**src/rtl/vga_timing_gen.sv**
```systemverilog
// VGA raster timing: clk-to-pixel divider, h/v position counters, sync and strobe generation.
// Syncs and line/frame strobes are registered from next-state counters to stay aligned with them.
module vga_timing_gen #(
    parameter int unsigned H_ACTIVE = 640,
    parameter int unsigned H_FP     = 16,
    parameter int unsigned H_SYNC   = 96,
    parameter int unsigned H_BP     = 48,
    parameter int unsigned V_ACTIVE = 480,
    parameter int unsigned V_FP     = 10,
    parameter int unsigned V_SYNC   = 2,
    parameter int unsigned V_BP     = 33,
    parameter int unsigned CLK_DIV  = 2,
    parameter logic        HS_POL   = 1'b0,
    parameter logic        VS_POL   = 1'b0,
    parameter int unsigned CW       = 10
) (
    input  logic          clk,
    input  logic          rst,
    input  logic          en,
    output logic          hsync,
    output logic          vsync,
    output logic          video_on,
    output logic          p_tick,
    output logic [CW-1:0] pixel_x,
    output logic [CW-1:0] pixel_y,
    output logic          line_start,
    output logic          frame_start,
    output logic [7:0]    frame_cnt
);

    localparam int unsigned H_TOTAL = H_ACTIVE + H_FP + H_SYNC + H_BP;
    localparam int unsigned V_TOTAL = V_ACTIVE + V_FP + V_SYNC + V_BP;
    localparam int unsigned DW      = (CLK_DIV > 1) ? $clog2(CLK_DIV) : 1;

    localparam logic [DW-1:0] DIV_LAST = DW'(CLK_DIV - 1);
    localparam logic [CW-1:0] H_LAST   = CW'(H_TOTAL - 1);
    localparam logic [CW-1:0] V_LAST   = CW'(V_TOTAL - 1);
    localparam logic [CW-1:0] H_VIS    = CW'(H_ACTIVE);
    localparam logic [CW-1:0] V_VIS    = CW'(V_ACTIVE);
    localparam logic [CW-1:0] HS_FIRST = CW'(H_ACTIVE + H_FP);
    localparam logic [CW-1:0] HS_LAST  = CW'(H_ACTIVE + H_FP + H_SYNC - 1);
    localparam logic [CW-1:0] VS_FIRST = CW'(V_ACTIVE + V_FP);
    localparam logic [CW-1:0] VS_LAST  = CW'(V_ACTIVE + V_FP + V_SYNC - 1);

    logic [DW-1:0] div_q, div_d;
    logic [CW-1:0] x_q, x_d, y_q, y_d;
    logic [7:0]    fcnt_q, fcnt_d;
    logic          hsync_q, hsync_d, vsync_q, vsync_d;
    logic          ls_q, ls_d, fs_q, fs_d;
    logic          tick, x_wrap, y_wrap;

    // Gated by rst so a single-clock divider does not strobe while held in reset.
    assign tick   = rst & en & (div_q == DIV_LAST);
    assign x_wrap = (x_q == H_LAST);
    assign y_wrap = (y_q == V_LAST);

    always_comb begin
        div_d  = div_q;
        x_d    = x_q;
        y_d    = y_q;
        fcnt_d = fcnt_q;
        ls_d   = 1'b0;
        fs_d   = 1'b0;
        if (tick) begin
            div_d = '0;
            ls_d  = x_wrap;
            if (x_wrap) begin
                x_d = '0;
                if (y_wrap) begin
                    y_d    = '0;
                    fs_d   = 1'b1;
                    fcnt_d = fcnt_q + 8'd1;
                end else begin
                    y_d = y_q + 1'b1;
                end
            end else begin
                x_d = x_q + 1'b1;
            end
        end else if (en) begin
            div_d = div_q + 1'b1;
        end
        hsync_d = (x_d >= HS_FIRST && x_d <= HS_LAST) ? HS_POL : ~HS_POL;
        vsync_d = (y_d >= VS_FIRST && y_d <= VS_LAST) ? VS_POL : ~VS_POL;
    end

    always_ff @(posedge clk or negedge rst) begin
        if (!rst) begin
            div_q   <= '0;
            x_q     <= '0;
            y_q     <= '0;
            fcnt_q  <= '0;
            hsync_q <= ~HS_POL;
            vsync_q <= ~VS_POL;
            ls_q    <= 1'b0;
            fs_q    <= 1'b0;
        end else begin
            div_q   <= div_d;
            x_q     <= x_d;
            y_q     <= y_d;
            fcnt_q  <= fcnt_d;
            hsync_q <= hsync_d;
            vsync_q <= vsync_d;
            ls_q    <= ls_d;
            fs_q    <= fs_d;
        end
    end

    assign p_tick      = tick;
    assign pixel_x     = x_q;
    assign pixel_y     = y_q;
    assign hsync       = hsync_q;
    assign vsync       = vsync_q;
    assign frame_cnt   = fcnt_q;
    // Strobes drop immediately when en falls, even mid-pulse.
    assign line_start  = ls_q & en;
    assign frame_start = fs_q & en;
    assign video_on    = (x_q < H_VIS) && (y_q < V_VIS);

endmodule
```
**config.mk**
```make
export PLATFORM = sky130hd
export DESIGN_NAME = vga_timing_gen
export DESIGN_NICKNAME = d
export VERILOG_FILES = /design/src/rtl/vga_timing_gen.sv
export SDC_FILE = /design/constraint.sdc
export NUM_CORES = 1
export LEC_CHECK = 0
export ABC_AREA = 1
export BUFFER_PORTS_ARGS = -buffer_cell sky130_fd_sc_hd__buf_2
export CELL_PAD_IN_SITES_DETAIL_PLACEMENT = 0
export CELL_PAD_IN_SITES_GLOBAL_PLACEMENT = 1
export CORE_ASPECT_RATIO = 1.2
export CORE_MARGIN = 3
export CORE_UTILIZATION = 35
export CTS_CLUSTER_DIAMETER = 100
export DETAILED_ROUTE_END_ITERATION = 12
export HOLD_SLACK_MARGIN = 0.1
export PLACE_DENSITY = 0.8
export SLEW_MARGIN = 20
export SYNTH_ARGS = -nofsm -noshare
export SYNTH_HDL_FRONTEND = slang
export SYNTH_SLANG_ARGS = --single-unit
```
**constraint.sdc**
```tcl
create_clock -name clk -period 1.65 [get_ports clk]
set_clock_uncertainty 0.1 [all_clocks]
set_input_delay 0.33 -clock clk [delete_from_list [all_inputs] [get_ports clk]]
set_output_delay 0.33 -clock clk [all_outputs]
set_load 0.02 [all_outputs]
```
==> key figures, run 1 <==
Synthesis
  • Syn Inst Count: 238
  • Number of synthesized register bits: 33
  • Syn_area_per_cell: 7.817 um2
  • Synth Cell Area: 1861 um2
  • Post-synth EDFFs: 0
  • Top_reg_cell synth: dfrtp_1
  • Netlist cell types: 30
  • Ranking of synthesized cells by area: dfrtp_1 (42%), nand2_1 (11%), inv_1 (8.7%), nor2_1 (5.2%), nand3_1 (5.1%)
  • Async S/R FF share, synth: 1.000
  • Yosys Warn Count: 0
  • Post-synth top area share: 0.4169
  • Register area share after synthesis: 0.4452
  • Net Count, Synth: 245
  • Yosys top cell by area: dfrtp_1

Route
  • DRC errors left: 0
  • WL final: 5172 um
  • Via count: 1889
  • Post-route antenna net violation count: 0
  • Pre-antenna DRT Iters: 4
  • DR WL/cell: 13.03 um
  • Iteration-0 DRC Markers: 81
  • Via density: 4.758

Worst setup path
  • Worst path most repeated cell: buf_4
  • Worst setup EP type: flop
  • CP max FO: 3
  • Worst r2r path cells: 7
  • Crit path buf inv count: 2
  • Cell family with most CP delay: simple AND/OR/NAND/NOR gates
  • CP max stage delay: 0.39 ns
  • Crit path cell chain: buf_4, nor2_2, nand3_2, nor3_4, nand2_2, buf_4, xnor2_1
  • Critical path depth in cells: 7
  • CP Class: reg2reg
  • CP max-delay cell: dfrtp_1
  • Startpoint types: flop
  • Req. time, crit path: 1.72 ns
  • CP startpoint: pixel_y[7]
  • CP arrival: 1.81 ns
  • R2R setup slack: -0.09 ns
  • Beginning of the worst register-to-register path: pixel_y[7]

Timing
  • Final Slew Violations: 0
  • Final hold vios: 0
  • Period utilization: 1.054
  • Slew @ Worst Pin: 0.4427 ns
  • Fmax: 574.8 MHz
  • Final setup fails: 10
  • Final Critical Period: 1.740 ns
  • Setup ws final: -0.08966 ns
  • RSZ-0062 raised after global routing: true
  • Final Hold Slack: 0.2014 ns
  • Slew headroom: 0.7049

Finish
  • Finished Layout Cells: 397
  • Area Overhead vs Synth: 57.30%
  • Layout cells sized above 1: 0.4837
  • Nets: 343
  • Most common cell after layout, fill and taps aside: buf_4
  • Commonest non-fill, non-tap cells in the layout: buf_4 (46), nand2_1 (45), inv_1 (36)
  • Antenna cells: 0

Die
  • Starting density of the core: 0.3688
  • Ports: 37
  • Die X: 72.56 um
  • Die height: 85.87 um
  • Rows: 28
  • Die area: 6230 um2
  • Core Region: 5045 um2

Power and ir drop
  • Worst IR Drop VDD: 0.0003896 V
  • Leakage: 0.001520 uW
  • Cell Pwr Density: 801.9 nW/um2
  • Pwr Total: 2347 uW

Min path
  • HP Start: en
  • Hold Path Class: in2reg
  • Hold Crit Depth: 2

Placed design
  • Final GP Congestion: 0.8408
  • HPWL Detailed: 3650 um
  • Inst Count DP: 367
  • PortBufs: 36

Clock network
  • Later-pin clock latency in the skew report: 0.29 ns
  • CTS Sinks: 33
  • CTS tree: built
  • CTS clk-pin slew, worst paths: 0.07 ns
  • Clock tree root driver cell: clkbuf_8
  • Clock Path Buffers: 2
  • Htree depth: 2
  • CTS Buf Count: 5

Global routing
  • GRT Total Usage: 0.1724
  • Gr ovfl total: 0
  • First-pass GRT wire length: 8335 um
  • Antenna violations before repair: 0
  • Number of global-route vias before repair: 1838
  • Pin count of the biggest net entering global routing: 34

Job
  • Max Cap Violations: 0

Run status
  • Violated checks: setup timing
  • Run status: finished with violations
path summary, 6_finish.rpt:
kind	end
max	frame_cnt[2]
min	div_q
max reg2reg	frame_cnt[2]
min reg2reg	frame_cnt[2]
max in group asynchronous	vsync
min in group asynchronous	div_q
synth_stat cells, types with 2 or more instances:
cell type and instances:
a21oi_1 9, buf_2 2, dfrtp_1 31, dfstp_2 2, ha_1 4, inv_1 43, inv_2 2, nand2_1 54
nand3_1 19, nand3_2 2, nand4_1 10, nor2_1 26, nor2_4 3, nor3_1 4, o21ai_0 5, o21ai_1 2
xnor2_1 2, xor2_1 6
cells by family (layout without fill, tap and decap cells):
group	after synthesis	in the layout	share of synthesized area
AOI/OAI and AO/OA	18	18	0.05111
and+or+nand+nor	126	126	0.3342
xor gates and xnor gates	8	8	0.03766
muxes	1	1	0.006052
adders and majority gates	4	4	0.02690
buffers and inverters	48	147	0.09885
DFF	33	33	0.4452
timing repair:
action / CTS / global route
pin swaps: 18 / 23
hold buffers: 1 / 0
hold endpoints to repair: 31 / 0
setup buffers: 14 / 8
setup endpoints to repair: 9 / 21
gates resized for setup: 28 / 33
cell type report:
type / instances / area [um2]
clock buffers: 7 / 86.33
clock inverters: 1 / 30.03
fillers: 478 / 2118
inverters: 46 / 180.2
multi-input cells: 157 / 1057
flip-flops and latches: 33 / 833.3
well taps: 60 / 75.07
repair buffers: 93 / 664.4
through the flow:
| stage | setup TNS [ns] | area, um2 | worst slack [ns] | utilization |
|---|---|---|---|---|
| after floorplan | -0.07596 | 1913 | -0.06416 | - |
| after CTS | -0.5189 | 2756 | -0.09255 | 0.5464 |
| final | -0.4686 | 2927 | -0.08966 | 0.5801 |
| after global placement | -0.09505 | 2421 | -0.04839 | 0.4799 |
| after detailed placement | -0.3137 | 2421 | -0.1065 | 0.4799 |
| after global routing | -1.545 | 2927 | -0.1946 | 0.5801 |
state kept, by name, indices dropped and copies added, names as in the netlist:
register and cells:
frame_cnt 8, vsync 1, hsync 1, pixel_x 10, ls_q 1, pixel_y 10, fs_q 1, div_q 1
metal layers:
| layer | global-route usage | part of all wire | wire length (um) |
|---|---|---|---|
| met5 | 0 | 0 | 0 |
| met2 | 0.3054 | 0.54 | 2791 |
| met3 | 0.02462 | 0.030 | 154 |
| met4 | 0.06544 | 0.022 | 115 |
| met1 | 0.2078 | 0.41 | 2111 |
power breakdown:
part / switching (uW) / internal [uW] / total [uW]
combinational: 325 / 260 / 585
sequential: 85.8 / 885 / 970
clock: 299 / 492 / 791
worst register-to-register path, delay by kind of cell (launching register included):
kind	cells	cell delay (ns)
and+or+nand+nor	4	0.74
DFF	1	0.39
buffers and inverters	2	0.28
xor gates and xnor gates	1	0.11
Note: power is estimated with default switching activity, not from simulation.
==> inputs of run 2 (changes only) <==
--- a/config.mk
+++ b/config.mk
@@ -16,6 +16,7 @@
 export DETAILED_ROUTE_END_ITERATION = 12
 export HOLD_SLACK_MARGIN = 0.1
 export PLACE_DENSITY = 0.8
+export SETUP_SLACK_MARGIN = 0.05
 export SLEW_MARGIN = 20
 export SYNTH_ARGS = -nofsm -noshare
 export SYNTH_HDL_FRONTEND = slang
==> run 2 against run 1 <==
  * The run still ends with setup timing left
  * Sequential share of layout area decreased by 0.37 points
  * Highest routed layer unchanged
  * Cell area up 1.3%
  * Critical path depth is 3 lower
==> key figures, run 2 (synthesis results as in run 1) <==
Power and ir drop
  • Cell Pwr Density: 758.9 nW/um2 (-5.4%)
  • Worst IR Drop VDD: 0.0005192 V (+33%)
  • Pwr Total: 2250 uW (-4.1%)
  • Leakage: 0.001531 uW (+0.73%)

Finish
  • Antenna cells: 0 (unchanged)
  • Most common cell after layout, fill and taps aside: nand2_1
  • Layout cells sized above 1: 0.5119 (+0.02823)
  • Area Overhead vs Synth: 59.38%
  • Nets: 342 (-0.29%)
  • Commonest non-fill, non-tap cells in the layout: nand2_1 (44), buf_4 (43), inv_1 (35)
  • Finished Layout Cells: 396 (-0.25%)

Clock network
  • CTS tree: built
  • CTS clk-pin slew, worst paths: 0.07 ns (about the same)
  • CTS Sinks: 33 (unchanged)
  • Htree depth: 2 (unchanged)
  • Clock Path Buffers: 2 (unchanged)
  • Later-pin clock latency in the skew report: 0.28 ns (about the same)
  • Clock tree root driver cell: clkbuf_8
  • CTS Buf Count: 5 (unchanged)

Placed design
  • Final GP Congestion: 0.7748 (-7.8%)
  • PortBufs: 36 (unchanged)
  • Post-Place Worst Slack: -0.07519 ns (+0.03126 ns)
  • HPWL Detailed: 3636 um (-0.37%)
  • Inst Count DP: 371 (+1.1%)

Worst setup path
  • CP Class: reg2out
  • Worst setup EP type: output port
  • Startpoint types: flop
  • Crit path cell chain: nand2_2, inv_1, a211oi_2, buf_4
  • Crit path buf inv count: 2 (unchanged)
  • CP max FO: 4 (+1)
  • CP max-delay cell: dfrtp_1
  • CP max stage delay: 0.42 ns (+0.03 ns)
  • CP arrival: 1.28 ns (-0.53 ns)
  • Req. time, crit path: 1.22 ns (-0.50 ns)
  • R2R setup slack: -0.04 ns (+0.05 ns)
  • Cell family with most CP delay: flip-flops

Die
  • Die height: 85.87 um (unchanged)
  • Rows: 28 (unchanged)
  • Ports: 37 (unchanged)
  • Starting density of the core: 0.3688 (unchanged)
  • Core Region: 5045 um2 (unchanged)
  • Die area: 6230 um2 (unchanged)
  • Die X: 72.56 um (unchanged)

Timing
  • Period utilization: 1.034 (-0.02052)
  • Final setup fails: 5 (-5)
  • Slew @ Worst Pin: 0.4188 ns (-0.02384 ns)
  • Final Critical Period: 1.706 ns (-0.03386 ns)
  • Fmax: 586.2 MHz (+2.0%)
  • RSZ-0062 raised after global routing: true
  • Final Slew Violations: 0 (unchanged)
  • Slew headroom: 0.7208 (+0.01589)
  • Setup ws final: -0.05580 ns (+0.03386 ns)
  • Final hold vios: 0 (unchanged)

Global routing
  • Pin count of the biggest net entering global routing: 34 (unchanged)
  • Antenna violations before repair: 0 (unchanged)
  • Number of global-route vias before repair: 1966 (+7.0%)
  • First-pass GRT wire length: 8556 um (+2.7%)
  • Gr ovfl total: 0 (unchanged)
  • GRT Total Usage: 0.1753 (+0.002910)

Route
  • Via density: 4.803 (+0.94%)
  • WL final: 5132 um (-0.77%)
  • Iteration-0 DRC Markers: 56 (-31%)
  • Pre-antenna DRT Iters: 4 (unchanged)
  • Post-route antenna net violation count: 0 (unchanged)
  • DR WL/cell: 12.96 um (-0.52%)
  • DRC errors left: 0 (unchanged)
  • Via count: 1902 (+0.69%)

Min path
  • Hold Path Class: in2reg

Run status
  • Violated checks: setup timing
  • Run status: finished with violations

Job
  • Max Cap Violations: 0 (unchanged)
## run 2: path summary, 6_finish.rpt
| path | from | to | cells after the start |
|---|---|---|---|
| setup / recovery | pixel_y[5] | video_on | 4 |
| hold / removal | en | div_q | 3 |
| setup reg to reg | pixel_y[1] | frame_cnt[7] | 11 |
| hold reg to reg | frame_cnt[7] | frame_cnt[7] | 2 |
| max in group asynchronous | rst | hsync | 3 |
| min in group asynchronous | rst | div_q | 3 |
## run 2: final cells by class
type                       count  area, um2
fill                         455       2079
multi-input combinational    157       1102
clock buffer                   7      96.34
inverter                      46      180.2
clock inverter                 1      5.005
tap                           60      75.07
timing repair buffer          92      673.1
sequential                    33      833.3
## run 2: routing by layer
metal | track usage | up-vias | wire length [um] | part of all wire
met1 | 0.2021 | 912 | 2146 | 0.42
met4 | 0.07886 | 0 | 131 | 0.026
met5 | 0 | - | 0 | 0
li1 | - | 944 | - | -
met3 | 0.04220 | 13 | 197 | 0.038
met2 | 0.3030 | 33 | 2656 | 0.52
## run 2: per-stage QoR
step           utilization  TNS (ns)  hold slack [ns]  area [um2]
6_report            0.5878   -0.1563           0.2695        2965
5_1_grt             0.5878    -1.482           0.2723        2965
4_1_cts             0.5561   -0.4474           0.2625        2805
3_5_place_dp        0.4893   -0.3387           0.3242        2469
3_3_place_gp        0.4893   -0.1048           0.3256        2469
2_1_floorplan            -  -0.07596         -0.06559        1921
## run 2: timing repair
item	4_1_cts	5_1_grt
hold buffers	1	0
setup buffers	15	2
setup endpoints to repair	13	24
gates cloned	1	0
resized for setup	32	46
pin swaps	17	24
hold endpoints to repair	31	0
## run 2: worst register-to-register path, cell delays in order, from the launching register on
cell     delay, ns
dfrtp_2       0.43
inv_2         0.07
ha_4          0.13
inv_2         0.04
nor2_4        0.10
nand4_4       0.14
nor2_8        0.20
nand2_4       0.08
nor2_4        0.11
nand3_2       0.07
nand2_1       0.06
nand2_1       0.04
## run 2: where the power goes
group | switching (uW) | leakage (uW) | total, uW | internal [uW]
combinational | 331 | 0.00111 | 602 | 271
clock | 301 | 0.0000542 | 678 | 377
sequential | 86.0 | 0.000367 | 971 | 885
